### src/rtl/mem_diag_interface_pkg.sv
// Shared MBIST controller definitions plus the fail-log entry format used by
// every per-memory collar.
package pmbist;

    localparam int BG_DATA    = 8;
    localparam int ADDR_X     = 3;
    localparam int ADDR_Y     = 3;
    localparam int ADDR_X_MAX = 2**ADDR_X - 1;
    localparam int ADDR_Y_MAX = 2**ADDR_Y - 1;

    typedef enum logic [2:0] {
        OP_NOP,
        OP_WRITE,
        OP_READ,
        OP_READ_WRITE,
        OP_WRITE_READ
    } t_op_cmd;

    localparam int RD_LAT_MAX = 4;

    // Sized for the widest collar; narrower instances zero-extend into it.
    localparam int FAIL_ADR_W  = ADDR_X + ADDR_Y;
    localparam int FAIL_MASK_W = 32;

    typedef struct packed {
        logic [FAIL_ADR_W-1:0]  addr;
        logic [FAIL_MASK_W-1:0] mask;
    } t_fail_entry;

endpackage

### src/rtl/mem_diag_interface_if.sv
// Memory-side pin bundle between the BIST collar (master) and the memory (slave).
interface mem_diag_interface_if #(
    parameter int ADR_W  = 4,
    parameter int DATA_W = 7
);
    logic [ADR_W-1:0]  o_addr;
    logic [DATA_W-1:0] o_data;
    logic              o_cs;
    logic              o_we;
    logic              o_re;
    logic              o_oe;
    logic [DATA_W-1:0] o_bwe;
    logic [DATA_W-1:0] i_q;

    modport master (
        output o_addr, o_data, o_cs, o_we, o_re, o_oe, o_bwe,
        input  i_q
    );

    modport slave (
        input  o_addr, o_data, o_cs, o_we, o_re, o_oe, o_bwe,
        output i_q
    );
endinterface

### src/rtl/mem_diag_interface_fail_log_fifo.sv
// Small synchronous FIFO holding failing-read records; drops pushes when full
// and remembers that it did so in a sticky overflow flag.
module fail_log_fifo #(
    parameter int WIDTH = 8,
    parameter int DEPTH = 4
) (
    input  logic             clk,
    input  logic             rstn,
    input  logic             push_i,
    input  logic             pop_i,
    input  logic             clr_i,
    input  logic [WIDTH-1:0] wdata_i,
    output logic [WIDTH-1:0] rdata_o,
    output logic             full_o,
    output logic             empty_o,
    output logic             ovf_o
);
    localparam int AW = $clog2(DEPTH);

    logic [AW:0]      wr_q, wr_d, rd_q, rd_d;
    logic             ovf_q, ovf_d;
    logic [WIDTH-1:0] mem_q [DEPTH];
    logic             do_pop, do_push;

    assign empty_o = (wr_q == rd_q);
    assign full_o  = (wr_q[AW] != rd_q[AW]) && (wr_q[AW-1:0] == rd_q[AW-1:0]);
    assign do_pop  = pop_i & ~empty_o;
    // A pop in the same cycle frees the slot the push is about to use.
    assign do_push = push_i & (~full_o | do_pop);
    assign rdata_o = mem_q[rd_q[AW-1:0]];
    assign ovf_o   = ovf_q;

    always_comb begin
        wr_d  = wr_q;
        rd_d  = rd_q;
        ovf_d = ovf_q;
        if (clr_i) begin
            wr_d  = '0;
            rd_d  = '0;
            ovf_d = 1'b0;
        end else begin
            if (do_push)           wr_d  = wr_q + 1'b1;
            if (do_pop)            rd_d  = rd_q + 1'b1;
            if (push_i && !do_push) ovf_d = 1'b1;
        end
    end

    always_ff @(posedge clk or negedge rstn) begin
        if (!rstn) begin
            wr_q  <= '0;
            rd_q  <= '0;
            ovf_q <= 1'b0;
        end else begin
            wr_q  <= wr_d;
            rd_q  <= rd_d;
            ovf_q <= ovf_d;
        end
    end

    always_ff @(posedge clk) begin
        if (do_push && !clr_i) mem_q[wr_q[AW-1:0]] <= wdata_i;
    end

endmodule

### src/rtl/mem_diag_interface.sv
// Per-memory BIST collar: maps controller commands onto memory pins, compares
// read data after RD_LAT cycles, and keeps sticky/scan and fail-log diagnostics.
module mem_diag_interface
    import pmbist::*;
#(
    parameter int MEM_ADR_X     = 2,
    parameter int MEM_ADR_Y     = 2,
    parameter int MEM_DATA      = 7,
    parameter int MEM_ADR_X_MAX = 2**MEM_ADR_X - 1,
    parameter int MEM_ADR_Y_MAX = 2**MEM_ADR_Y - 1,
    parameter int BWE_GRAIN     = 1,
    parameter int RD_LAT        = 1,
    parameter int LOG_DEPTH     = 4,
    parameter int CNT_W         = 8
) (
    input  logic                         clk,
    input  logic                         rstn,
    input  logic [ADDR_X-1:0]            i_addr_x,
    input  logic [ADDR_Y-1:0]            i_addr_y,
    input  logic [BG_DATA-1:0]           i_data,
    input  logic                         i_cs,
    input  logic                         i_we,
    input  logic                         i_re,
    input  logic                         i_oe,
    input  logic                         i_odd_bwe,
    input  logic                         i_even_bwe,
    input  logic                         i_comp_en,
    input  logic                         i_mbist_run,
    input  logic                         i_shift_mode,
    input  logic                         si,
    output logic                         so,
    input  logic                         i_log_pop,
    input  logic                         i_log_clr,
    output logic                         o_log_valid,
    output logic [MEM_ADR_X+MEM_ADR_Y-1:0] o_log_addr,
    output logic [MEM_DATA-1:0]          o_log_mask,
    output logic                         o_log_ovf,
    output logic [CNT_W-1:0]             o_fail_cnt,
    output logic                         o_fail_flag,
    mem_diag_interface_if.master         mem_if
);
    localparam int MEM_ADR_W = MEM_ADR_X + MEM_ADR_Y;

    // Background replicated from bit 0 upward, top copy truncated.
    function automatic logic [MEM_DATA-1:0] expand_bg(input logic [BG_DATA-1:0] d);
        logic [MEM_DATA-1:0] r;
        for (int i = 0; i < MEM_DATA; i++) r[i] = d[i % BG_DATA];
        return r;
    endfunction

    function automatic logic [MEM_DATA-1:0] lane_bwe(input logic we, input logic ev,
                                                      input logic od);
        logic [MEM_DATA-1:0] r;
        for (int i = 0; i < MEM_DATA; i++)
            r[i] = we & ((((i / BWE_GRAIN) % 2) == 0) ? ev : od);
        return r;
    endfunction

    logic                 test_en;
    logic [MEM_ADR_W-1:0] mem_addr;

    assign test_en  = i_mbist_run
                    & (i_addr_x <= ADDR_X'(MEM_ADR_X_MAX))
                    & (i_addr_y <= ADDR_Y'(MEM_ADR_Y_MAX));
    assign mem_addr = {i_addr_x[MEM_ADR_X-1:0], i_addr_y[MEM_ADR_Y-1:0]};

    assign mem_if.o_addr = mem_addr;
    assign mem_if.o_data = expand_bg(i_data);
    assign mem_if.o_cs   = i_cs & test_en;
    assign mem_if.o_we   = i_we & test_en;
    assign mem_if.o_re   = i_re & test_en;
    assign mem_if.o_oe   = i_oe & test_en;
    assign mem_if.o_bwe  = lane_bwe(i_we & test_en, i_even_bwe, i_odd_bwe);

    logic                 pen_q   [RD_LAT];
    logic [BG_DATA-1:0]   pdata_q [RD_LAT];
    logic [MEM_ADR_W-1:0] paddr_q [RD_LAT];

    // Expected-data pipeline; the last stage lines up with the i_q sample edge.
    always_ff @(posedge clk or negedge rstn) begin
        if (!rstn) begin
            for (int s = 0; s < RD_LAT; s++) begin
                pen_q[s]   <= 1'b0;
                pdata_q[s] <= '0;
                paddr_q[s] <= '0;
            end
        end else if (i_log_clr) begin
            for (int s = 0; s < RD_LAT; s++) begin
                pen_q[s]   <= 1'b0;
                pdata_q[s] <= '0;
                paddr_q[s] <= '0;
            end
        end else begin
            pen_q[0]   <= i_comp_en & test_en;
            pdata_q[0] <= i_data;
            paddr_q[0] <= mem_addr;
            for (int s = 1; s < RD_LAT; s++) begin
                pen_q[s]   <= pen_q[s-1];
                pdata_q[s] <= pdata_q[s-1];
                paddr_q[s] <= paddr_q[s-1];
            end
        end
    end

    logic [MEM_DATA-1:0] mism;
    logic                fail;
    logic [MEM_DATA-1:0] sticky_q, sticky_d;
    logic [CNT_W-1:0]    cnt_q, cnt_d;

    assign mism = (mem_if.i_q ^ expand_bg(pdata_q[RD_LAT-1])) & {MEM_DATA{pen_q[RD_LAT-1]}};
    assign fail = (|mism) & ~i_shift_mode;

    always_comb begin
        sticky_d = sticky_q;
        cnt_d    = cnt_q;
        if (i_log_clr) begin
            sticky_d = '0;
            cnt_d    = '0;
        end else begin
            if (i_shift_mode) sticky_d = MEM_DATA'({sticky_q, si});
            else              sticky_d = sticky_q | mism;
            if (fail && (cnt_q != {CNT_W{1'b1}})) cnt_d = cnt_q + 1'b1;
        end
    end

    always_ff @(posedge clk or negedge rstn) begin
        if (!rstn) begin
            sticky_q <= '0;
            cnt_q    <= '0;
        end else begin
            sticky_q <= sticky_d;
            cnt_q    <= cnt_d;
        end
    end

    assign so          = sticky_q[MEM_DATA-1];
    assign o_fail_flag = |sticky_q;
    assign o_fail_cnt  = cnt_q;

    t_fail_entry push_e, head_e;
    logic        log_full, log_empty;

    always_comb begin
        push_e      = '0;
        push_e.addr = FAIL_ADR_W'(paddr_q[RD_LAT-1]);
        push_e.mask = FAIL_MASK_W'(mism);
    end

    fail_log_fifo #(
        .WIDTH ($bits(t_fail_entry)),
        .DEPTH (LOG_DEPTH)
    ) u_log (
        .clk     (clk),
        .rstn    (rstn),
        .push_i  (fail),
        .pop_i   (i_log_pop),
        .clr_i   (i_log_clr),
        .wdata_i (push_e),
        .rdata_o (head_e),
        .full_o  (log_full),
        .empty_o (log_empty),
        .ovf_o   (o_log_ovf)
    );

    assign o_log_valid = ~log_empty;
    assign o_log_addr  = MEM_ADR_W'(head_e.addr);
    assign o_log_mask  = MEM_DATA'(head_e.mask);

endmodule

### src/flat_wrapper.sv
// flat-port wrapper written by rule: the top's interface ports become plain ports
module mem_diag_interface_flat import pmbist::*;
#(
    parameter int MEM_ADR_X     = 2,
    parameter int MEM_ADR_Y     = 2,
    parameter int MEM_DATA      = 7,
    parameter int MEM_ADR_X_MAX = 2**MEM_ADR_X - 1,
    parameter int MEM_ADR_Y_MAX = 2**MEM_ADR_Y - 1,
    parameter int BWE_GRAIN     = 1,
    parameter int RD_LAT        = 1,
    parameter int LOG_DEPTH     = 4,
    parameter int CNT_W         = 8
)
  (clk, rstn, i_addr_x, i_addr_y, i_data, i_cs, i_we, i_re, i_oe, i_odd_bwe, i_even_bwe, i_comp_en, i_mbist_run, i_shift_mode, si, so, i_log_pop, i_log_clr, o_log_valid, o_log_addr, o_log_mask, o_log_ovf, o_fail_cnt, o_fail_flag, mem_if_o_addr, mem_if_o_data, mem_if_o_cs, mem_if_o_we, mem_if_o_re, mem_if_o_oe, mem_if_o_bwe, mem_if_i_q);
  mem_diag_interface_if #(.ADR_W(4), .DATA_W(7)) mem_if_i ();
  input  logic clk;
  input  logic rstn;
  input  logic [ADDR_X-1:0] i_addr_x;
  input  logic [ADDR_Y-1:0] i_addr_y;
  input  logic [BG_DATA-1:0] i_data;
  input  logic i_cs;
  input  logic i_we;
  input  logic i_re;
  input  logic i_oe;
  input  logic i_odd_bwe;
  input  logic i_even_bwe;
  input  logic i_comp_en;
  input  logic i_mbist_run;
  input  logic i_shift_mode;
  input  logic si;
  output logic so;
  input  logic i_log_pop;
  input  logic i_log_clr;
  output logic o_log_valid;
  output logic [MEM_ADR_X+MEM_ADR_Y-1:0] o_log_addr;
  output logic [MEM_DATA-1:0] o_log_mask;
  output logic o_log_ovf;
  output logic [CNT_W-1:0] o_fail_cnt;
  output logic o_fail_flag;
  output wire logic [$bits(mem_if_i.o_addr)-1:0] mem_if_o_addr;
  output wire logic [$bits(mem_if_i.o_data)-1:0] mem_if_o_data;
  output wire logic [$bits(mem_if_i.o_cs)-1:0] mem_if_o_cs;
  output wire logic [$bits(mem_if_i.o_we)-1:0] mem_if_o_we;
  output wire logic [$bits(mem_if_i.o_re)-1:0] mem_if_o_re;
  output wire logic [$bits(mem_if_i.o_oe)-1:0] mem_if_o_oe;
  output wire logic [$bits(mem_if_i.o_bwe)-1:0] mem_if_o_bwe;
  input wire logic [$bits(mem_if_i.i_q)-1:0] mem_if_i_q;
  assign mem_if_o_addr = mem_if_i.o_addr;
  assign mem_if_o_data = mem_if_i.o_data;
  assign mem_if_o_cs = mem_if_i.o_cs;
  assign mem_if_o_we = mem_if_i.o_we;
  assign mem_if_o_re = mem_if_i.o_re;
  assign mem_if_o_oe = mem_if_i.o_oe;
  assign mem_if_o_bwe = mem_if_i.o_bwe;
  assign mem_if_i.i_q = mem_if_i_q;
  mem_diag_interface #(.MEM_ADR_X(MEM_ADR_X), .MEM_ADR_Y(MEM_ADR_Y), .MEM_DATA(MEM_DATA), .MEM_ADR_X_MAX(MEM_ADR_X_MAX), .MEM_ADR_Y_MAX(MEM_ADR_Y_MAX), .BWE_GRAIN(BWE_GRAIN), .RD_LAT(RD_LAT), .LOG_DEPTH(LOG_DEPTH), .CNT_W(CNT_W)) u_core (.clk(clk), .rstn(rstn), .i_addr_x(i_addr_x), .i_addr_y(i_addr_y), .i_data(i_data), .i_cs(i_cs), .i_we(i_we), .i_re(i_re), .i_oe(i_oe), .i_odd_bwe(i_odd_bwe), .i_even_bwe(i_even_bwe), .i_comp_en(i_comp_en), .i_mbist_run(i_mbist_run), .i_shift_mode(i_shift_mode), .si(si), .so(so), .i_log_pop(i_log_pop), .i_log_clr(i_log_clr), .o_log_valid(o_log_valid), .o_log_addr(o_log_addr), .o_log_mask(o_log_mask), .o_log_ovf(o_log_ovf), .o_fail_cnt(o_fail_cnt), .o_fail_flag(o_fail_flag), .mem_if(mem_if_i));
endmodule
### config.mk
export PLATFORM = sky130hd
export DESIGN_NAME = mem_diag_interface_flat
export DESIGN_NICKNAME = d
export VERILOG_FILES = /design/src/rtl/mem_diag_interface_pkg.sv /design/src/rtl/mem_diag_interface_if.sv /design/src/rtl/mem_diag_interface_fail_log_fifo.sv /design/src/rtl/mem_diag_interface.sv /design/src/flat_wrapper.sv
export SDC_FILE = /design/constraint.sdc
export NUM_CORES = 1
export LEC_CHECK = 0
export BUFFER_PORTS_ARGS = -buffer_cell sky130_fd_sc_hd__buf_4
export CORE_MARGIN = 3
export CORE_UTILIZATION = 35
export DETAILED_ROUTE_END_ITERATION = 8
export PLACE_DENSITY = 0.53
export SLEW_MARGIN = 10
export SYNTH_ARGS = -nofsm -noshare
export SYNTH_HDL_FRONTEND = slang
export SYNTH_SLANG_ARGS = --single-unit
### constraint.sdc
create_clock -name clk -period 4.1 [get_ports clk]
set_input_delay 0.615 -clock clk [delete_from_list [all_inputs] [get_ports clk]]
set_output_delay 0.615 -clock clk [all_outputs]
set_load 0.02 [all_outputs]
==> run summary <==
outcome: finished clean
final-report max-slew violation count: 0
Die Height: 106.4 µm
final hold vios: 0
RePlAce Congestion: 0.6852
sw power: 366.1 µW
library cells used by synthesis: 39
synthesized instance count: 255
Clock Latency Late Sink: 340 ps
clock power share: 40.7%
drt pass-1 iters: 4
Slew HR: 43.14%
CP required: 3480 ps
fmax: 374.6 MHz
Routed wire per std cell: 15.29 µm
syn nets: 296
clock skew: 10.12 ps
share of cells above drive strength 1: 36.47%
RR Startpoint: u_core.u_log.rd_q[0]
Final min period: 2670 ps
H-tree depth: 3
vias in the first global route: 2318
Seq cells post-synth: 78
P_leak: 0.001761 µW
YS warnings: 0
number of synthesized flops with an enable pin: 44
Synth Flop Type: edfxtp_1
setup TNS: 0 ps
Final setup viols: 0
Mapped Avg Cell Area: 13.83 µm²
R2R setup slack: 1790 ps
RSZ-0062 raised after global routing: no
Post-synth ARST share: 43.59%
ranking of synthesized cells by area: edfxtp_1 37%, dfrtp_1 24%, mux4_2 7.0%
worst slack, placed: 1729 ps
top cell type by total area after synthesis: edfxtp_1
Logic pwr share: 7.1%
Chip Width: 106.4 µm
global route overflow: 0
crit path kind: reg2out
Clock transition at path regs: 90 ps
largest net degree at the start of global routing: 46
Diodes inserted: 0
crit path DAT: 2050 ps
CTS resizes: 0
Hold-fix buffers, CTS: 0
clock root buffer: clkbuf_8
# port buffers: 78
Worst Tran Pin Value: 853.0 ps
post-DR vias/cell: 4.745
Int Pwr: 1255 µW
IO Pins: 80
Clock Path Buffers: 2
switching share of power: 22.58%
sequential area share after synthesis: 61.58%
total track usage: 13.36%
register share of total power: 52.2%
RR Endpoint: u_core.u_log.mem_q[1][4]
period utilisation layout: 65.12%
Setup Buffers After CTS: 0
initial antenna violation count: 0
worst r2r path cells: 5
fin nets: 365
Vias: 2192
DP Wirelength: 4857 µm
starting density of the core: 36.09%
Synth top area share: 37.46%
post-route worst setup slack: 1430 ps
# Max-Cap Violations: 0
most frequent cells in the layout: 82 x buf_4, 44 x edfxtp_1, 34 x dfrtp_1, 25 x nor2b_1, 20 x nor3_1
CTS Sinks: 78
startpoint types: register
CTS tree: yes
CTS Buf Count: 9
die area: 11320 µm²
VDD IR max: 0.1721 mV
total wire length: 7063 µm
number of DRC markers in iteration 0: 83
Hold Path Class: in2async
Crit. End Element: primary output
crit-path max FO: 14
row count: 36
commonest non-fill, non-tap cell in the layout: buf_4
Core ar.: 9774 µm²
pwr dens: 370.4 nW/µm²
Syn Std Cell Area: 3527 µm²
Syn-to-layout area delta: 24.09%
number of routed nets with antenna violations: 0
# DRC: 0
first-pass GRT wire length: 11760 µm
==> power by group through the flow <==
stage / Combinational [µW] / Sequential [µW] / Clock [µW]
floorplan: 67.8 / 860 / 0
global placement: 118 / 863 / 0
detailed placement: 118 / 863 / 0
CTS: 118 / 846 / 679
global route: 128 / 848 / 710
finish: 116 / 846 / 659
==> per-layer routing <==
layer  GRT usage, %  up-vias  part of all wire, %
met1          17.09     1072                   42
met5              0        -                    0
met4          4.163        0                  1.2
met2          22.04       74                   50
li1               -     1036                    -
met3          3.704       10                  6.6
==> logic make-up (layout without fill, tap and decap cells) <==
kind of cell / after synthesis / in the layout / synth area share, %
muxes: 17 / 17 / 8.904
adders and majority gates: 6 / 6 / 2.128
DFF: 78 / 78 / 61.58
xor gates and xnor gates: 13 / 13 / 3.228
buffers and inverters: 29 / 103 / 5.179
AOI/OAI and AO/OA: 10 / 10 / 2.057
and+or+nand+nor: 102 / 102 / 16.92
==> state kept, by name (all words and copies together) (netlist names) <==
register / cells
u_core.pdata_q: 7
u_core.pen_q: 1
u_core.o_fail_cnt: 8
u_core.u_log.ovf_o: 1
u_core.u_log.wr_q: 3
u_core.u_log.rd_q: 3
u_core.paddr_q: 4
u_core.sticky_q: 7
u_core.u_log.mem_q: 44
==> critical path, stage by stage, from the launching register on <==
cell and delay, ps:
dfrtp_1 910, mux4_2 630, buf_4 180
==> final cells by class <==
cell class,count,area [µm²]
sequential,78,2172
inverter,5,18.77
tap,133,166.4
multi-input combinational,148,1172
fill,906,5398
clock buffer,10,137.6
clock inverter,6,93.84
timing repair buffer,82,615.6
==> worst max path at each step <==
stage,start,endpoint,slack (ps)
final,u_core.u_log.rd_q[0],o_log_mask[0],1430
after global routing,u_core.u_log.rd_q[0],o_log_mask[0],1300
after CTS,u_core.u_log.rd_q[0],o_log_mask[0],1350
after detailed placement,mem_if_i_q[2],u_core.u_log.mem_q[1][8],1730
after global placement,mem_if_i_q[1],u_core.u_log.mem_q[1][3],1720
after floorplan,i_log_clr,u_core.u_log.mem_q[0][0],1550
==> through the flow <==
| stage | hold WS, ps | power, µW | util [%] | instance area [µm²] | std cells |
|---|---|---|---|---|---|
| after floorplan | 319.4 | 928.2 | - | 3527 | 255 |
| after global placement | 471.2 | 980.5 | 42.41 | 4145 | 446 |
| after detailed placement | 492.8 | 981.5 | 42.41 | 4145 | 446 |
| after CTS | 223.1 | 1643 | 44.78 | 4377 | 462 |
| after global routing | 245.5 | 1686 | 44.78 | 4377 | 462 |
| final | 215.6 | 1621 | 44.78 | 4377 | 462 |
==> cells in the mapped netlist (2+ instances only) <==
master	count
a21oi_1	4
and2_1	12
and3_1	3
buf_4	16
clkbuf_1	4
dfrtp_1	34
edfxtp_1	44
ha_1	6
inv_1	5
mux2_2	5
mux4_2	11
nand2_1	3
nand2b_1	2
nand3_1	7
nand4_1	2
nand4b_1	2
nor2_1	12
nor2b_1	25
nor3_1	20
nor3b_1	4
nor4_1	2
o21ai_0	3
or3_2	2
xnor2_1	3
xor2_1	10
No activity file was read; power rests on OpenSTA's default activity.
